`src/rtl/imem_stream_loader.sv`:
```
// imem_stream_loader: receives a framed byte stream (4-byte little-endian
// word count, payload words, one checksum byte) and writes each assembled
// word into instruction memory. When the frame checks out it releases the
// core through loader_done; otherwise it raises load_err.
module imem_stream_loader #(
  parameter logic [31:0] BASE_ADDR = 32'h0000_0000,
  parameter int          MAX_WORDS = 256,
  parameter int          TIMEOUT   = 1024
) (
  input  logic        clk,
  input  logic        rst,
  input  logic        byte_valid,
  input  logic [7:0]  byte_data,
  output logic        byte_ready,
  input  logic        restart,
  output logic        imem_we,
  output logic [31:0] imem_waddr,
  output logic [31:0] imem_wdata,
  output logic        loader_done,
  output logic        load_err,
  output logic [15:0] words_written
);

  localparam logic [2:0] S_HDR  = 3'd0;
  localparam logic [2:0] S_LOAD = 3'd1;
  localparam logic [2:0] S_CHK  = 3'd2;
  localparam logic [2:0] S_DONE = 3'd3;
  localparam logic [2:0] S_ERR  = 3'd4;

  logic [2:0]  state;
  logic [2:0]  next_state;
  logic [23:0] shift_reg;
  logic [31:0] word_count;
  logic [1:0]  byte_idx;
  logic        hdr_started;
  logic [7:0]  csum;
  logic [31:0] timer;

  logic        accept;
  logic        last_byte;
  logic [31:0] assembled;
  logic        timing;
  logic        timed_out;
  logic        do_restart;
  logic        next_active;

  // Handshake, word assembly and timeout qualification. The timer only runs
  // once a frame has begun, so an idle loader waiting for a header never errors.
  always_comb begin
    accept      = byte_valid & byte_ready;
    last_byte   = (byte_idx == 2'd3);
    assembled   = {byte_data, shift_reg};
    timing      = ((state == S_HDR) && hdr_started) || (state == S_LOAD) || (state == S_CHK);
    timed_out   = timing && !accept && (timer == 32'(TIMEOUT - 1));
    do_restart  = restart && ((state == S_DONE) || (state == S_ERR));
    next_active = (next_state == S_HDR) || (next_state == S_LOAD) || (next_state == S_CHK);
  end

  // Frame sequencing: header, payload, checksum, then an absorbing end state.
  always_comb begin
    next_state = state;
    case (state)
      S_HDR: begin
        if (accept && last_byte) begin
          if (assembled == 32'd0)
            next_state = S_CHK;
          else if (assembled > 32'(MAX_WORDS))
            next_state = S_ERR;
          else
            next_state = S_LOAD;
        end else if (timed_out) begin
          next_state = S_ERR;
        end
      end
      S_LOAD: begin
        if (accept && last_byte && (({16'd0, words_written} + 32'd1) == word_count))
          next_state = S_CHK;
        else if (timed_out)
          next_state = S_ERR;
      end
      S_CHK: begin
        if (accept)
          next_state = ((csum ^ byte_data) == 8'h00) ? S_DONE : S_ERR;
        else if (timed_out)
          next_state = S_ERR;
      end
      S_DONE, S_ERR: begin
        if (restart)
          next_state = S_HDR;
      end
      default: next_state = S_HDR;
    endcase
  end

  // Registered datapath: byte collection, write strobe, checksum, timer and
  // sticky status flags. byte_ready is registered from the next state so it
  // stays low during reset and rises on the first clock afterwards.
  always_ff @(posedge clk or posedge rst) begin
    if (rst) begin
      state         <= S_HDR;
      byte_ready    <= 1'b0;
      shift_reg     <= 24'd0;
      word_count    <= 32'd0;
      byte_idx      <= 2'd0;
      hdr_started   <= 1'b0;
      csum          <= 8'h00;
      timer         <= 32'd0;
      imem_we       <= 1'b0;
      imem_waddr    <= BASE_ADDR;
      imem_wdata    <= 32'd0;
      loader_done   <= 1'b0;
      load_err      <= 1'b0;
      words_written <= 16'd0;
    end else begin
      state      <= next_state;
      byte_ready <= next_active;
      imem_we    <= 1'b0;
      if (do_restart) begin
        shift_reg     <= 24'd0;
        word_count    <= 32'd0;
        byte_idx      <= 2'd0;
        hdr_started   <= 1'b0;
        csum          <= 8'h00;
        timer         <= 32'd0;
        imem_waddr    <= BASE_ADDR;
        loader_done   <= 1'b0;
        load_err      <= 1'b0;
        words_written <= 16'd0;
      end else begin
        if (accept) begin
          csum      <= csum ^ byte_data;
          shift_reg <= assembled[31:8];
          byte_idx  <= byte_idx + 2'd1;
          timer     <= 32'd0;
          if (state == S_HDR) begin
            hdr_started <= 1'b1;
            if (last_byte)
              word_count <= assembled;
          end
          if ((state == S_LOAD) && last_byte) begin
            imem_we       <= 1'b1;
            imem_wdata    <= assembled;
            imem_waddr    <= BASE_ADDR + {14'd0, words_written, 2'b00};
            words_written <= words_written + 16'd1;
          end
        end else if (timing) begin
          timer <= timer + 32'd1;
        end
        if ((state == S_CHK) && (next_state == S_DONE))
          loader_done <= 1'b1;
        if ((state != S_ERR) && (next_state == S_ERR))
          load_err <= 1'b1;
      end
    end
  end

endmodule

```
`config.mk`:
```
export PLATFORM = sky130hd
export DESIGN_NAME = imem_stream_loader
export DESIGN_NICKNAME = d
export VERILOG_FILES = /design/src/rtl/imem_stream_loader.sv
export SDC_FILE = /design/constraint.sdc
export NUM_CORES = 1
export LEC_CHECK = 0
export CAP_MARGIN = 20
export CORE_UTILIZATION = 62
export CTS_BUF_LIST = sky130_fd_sc_hd__clkbuf_8
export DETAILED_ROUTE_END_ITERATION = 12
export PLACE_DENSITY_LB_ADDON = 0.25
export RECOVER_POWER = 50
export SYNTH_ARGS = -nofsm -noshare
export SYNTH_HDL_FRONTEND = slang
export SYNTH_SLANG_ARGS = --single-unit
```
`constraint.sdc`:
```
create_clock -name clk -period 14.1 [get_ports clk]
set_input_delay 2.82 -clock clk [delete_from_list [all_inputs] [get_ports clk]]
set_output_delay 2.82 -clock clk [all_outputs]
set_load 0.01 [all_outputs]
```
==> impl_metrics.ini <==
[power_and_ir_drop]
power.leakage_nw = 4.307
p_seq_share_pct = 50.1
p_comb_share_pct = 25.3
p_sw_share_pct = 33.77
finalPower_w = 0.001383
p_per_area_nw_per_um2 = 150.1
vdd_drop_max_v = 0.00009436
p_int_w = 0.0009160
p_sw_w = 0.0004670
clockPowerShare_pct = 24.6

[timing]
setup_ws_ns = 6.862
min_period_ns = 7.238
setup_viol = 0
min_period_over_period_pct = 51.33
worst_pin_slew_ns = 4.018
finalHoldViolations = 0
setup_tns_ns = 0
whs_ns = 0.4714
slew_headroom_pct = -169.3
clock_skew_ns = 0.01009
slew_viol_final = 283
rsz0062_at_grt = no
max_clock_freq_mhz = 138.2

[global_routing]
grtUsageMet3_pct = 5.073
met1_usage_pct = 38.36
grt_pass1_vias = 5825
antenna_found_initial = 0
busiest_layer = met2
grt_use_total_pct = 27.26
use_met2_pct = 43.19
grt_overflow = 0
grt_start_max_net_pins = 95
grt_pass1_wl_um = 28250

[clocking]
cts_hold_buf = 0
cts_inserted_buffers = 17
post-cts-setup-buffers = 0
h-tree-depth = 4
cts_sinks = 170
cts_resized = 0
root_buffer = clkbuf_8
clk-insertion-delay-late_ns = 0.46
clock_path_buffers = 2
cts_tree = done
cts.clk_slew.worst_paths_ns = 0.08

[critical_path]
setup.worst_path.class = input pin to flip-flop
endpoint_kind = flip-flop
critPathMaxFanout = 49
rr_worst_depth = 7
critPathBufInv = 3
startpoint_type = input pin
cp_top_family = buffers and inverters
arrival_ns = 7.56
cp_cell_sequence = dlygate4sd3_1 > a21boi_0 > clkbuf_1 > clkbuf_1 > nor2_1 > o21ai_0 > o31ai_1
crit_path_frequent_cell = clkbuf_1
cp_data_required_time_ns = 14.42
path_depth = 7
critPathSlowestCell = clkbuf_1
slowest_delay_ns = 1.51

[routing]
routed_wl_um = 17030
num_vias = 6321
viasPerCell = 5.554
detailedRoute.firstPassIterationCount = 5
avgRoutedWirePerCell_um = 14.97
drc = 0
drt_iter0_drc = 506
drtAntennaViolNets = 0

[floorplanning]
row_count = 41
die_h_um = 115.7
die_x_um = 115.7
floorplan.initialDensity_pct = 63.48
io_pins = 96
core_area_um2 = 12620
dieArea_um2 = 13380

[logic_synthesis]
syn_avg_cell_area_um2 = 8.941
synth-seq-cells = 170
synth_cells = 896
synthTopCellsByArea = dfrtp_1, nand2_1, xor2_1
yosysMostFrequentCell = nand2_1
synth_top_area_cell = dfrtp_1
synth_cell_types = 49
synth_area_um2 = 8011
synth_top_area_share_pct = 53.10
synth_edf_count = 0
synth_common_cells = nand2_1, dfrtp_1, nor2_1
yosys_warnings = 0
synth_flop_cell = dfrtp_1
seq_area_frac_synth_pct = 53.10
synthArstFlopShare_pct = 100.0

[final_layout]
drive_above_1_share_pct = 5.280
fin_cells = 1138
synthToLayoutAreaGrowth_pct = 15.02
n_antenna_cell = 0
fin_nets = 969
reg_top3 = imem_wdata x32, timer x32, word_count x32

[worst_hold_path]
worstHoldPathType = flip-flop to flip-flop
holdPathStages = 2

[placement]
dpl.hpwl_um = 10920
place_congestion = 0.8473
io_buffers = 79
dp_cells = 1105
dpl_worst_slack_ns = 8.471

[flow_run]
maxCapViolations = 5

[outcome]
violations = capacitance limit, slew limit
status = complete, but fails checks
[logic make-up after synthesis]
| group | Yosys count | share of synthesized area (%) |
|---|---|---|
| compound gates | 120 | 8.028 |
| simple gates | 450 | 25.25 |
| other cells | 1 | 0.04681 |
| flops | 170 | 53.10 |
| xor+xnor | 75 | 8.293 |
| fa+ha+maj | 3 | 0.4686 |
| buf+inv | 77 | 4.810 |
[through the flow]
step | util (%) | cell area, um2
final | 73.02 | 9215
after global routing | 73.02 | 9215
after CTS | 73.06 | 9220
after detailed placement | 69.98 | 8831
after global placement | 69.76 | 8803
after floorplan | - | 8068
[worst min-delay path, delay by kind of cell, from the launching register on]
kind          cells  cell delay, ns
flops             1            0.34
simple gates      2            0.10
[layout make-up]
cell class	count	area, um2
multi-input cells	664	3428
well taps	172	215.2
clock inverters	10	100.1
flip-flops and latches	170	4254
fillers	998	3405
repair buffers	88	878.3
clock buffers	21	289.0
inverters	13	50.05
[power by group through the flow]
stage	Combinational [W]	Clock [W]	Sequential, W
2_1_floorplan	0.000244	0	0.000679
3_3_place_gp	0.000340	0	0.000698
3_5_place_dp	0.000357	0	0.000699
4_1_cts	0.000359	0.000343	0.000690
5_1_grt	0.000397	0.000363	0.000705
6_report	0.000350	0.000340	0.000693
[metal layers]
| metal | part of all wire [%] | up-vias |
|---|---|---|
| met2 | 47 | 168 |
| li1 | - | 3038 |
| met4 | 1.7 | 0 |
| met5 | 0 | - |
| met3 | 5.0 | 26 |
| met1 | 46 | 3089 |
[path summary, 6_finish.rpt]
path / startpoint / to / slack [ns]
min in group asynchronous: rst / imem_wdata[20]$_DFFE_PP0P_ / 4.01
worst max register to register: state[1]$_DFF_PP0_ / words_written[12]$_DFFE_PP0P_ / 8.97
worst min-delay path: imem_wdata[7]$_DFFE_PP0P_ / imem_wdata[7]$_DFFE_PP0P_ / 0.47
worst min register to register: imem_wdata[7]$_DFFE_PP0P_ / imem_wdata[7]$_DFFE_PP0P_ / 0.47
worst max-delay path: restart / words_written[12]$_DFFE_PP0P_ / 6.86
max in group asynchronous: rst / state[1]$_DFF_PP0_ / 7.82
[cells in the final DEF, fill, tap and decap left out, drive strengths merged, types with 5 or more instances in the layout]
cell type      count
conb              16
xnor2             27
and3               9
buf                5
clkdlybuf4s50     19
clkinv             6
dfrtp            170
nand3             19
nor3              11
o22ai              7
o21ai             38
inv               13
nand2            280
nor4              23
xor2              48
dlygate4sd3       60
a21oi             64
and2               5
nor2              68
clkbuf            25
nand4             20
Power figures use the tool's default switching activity.
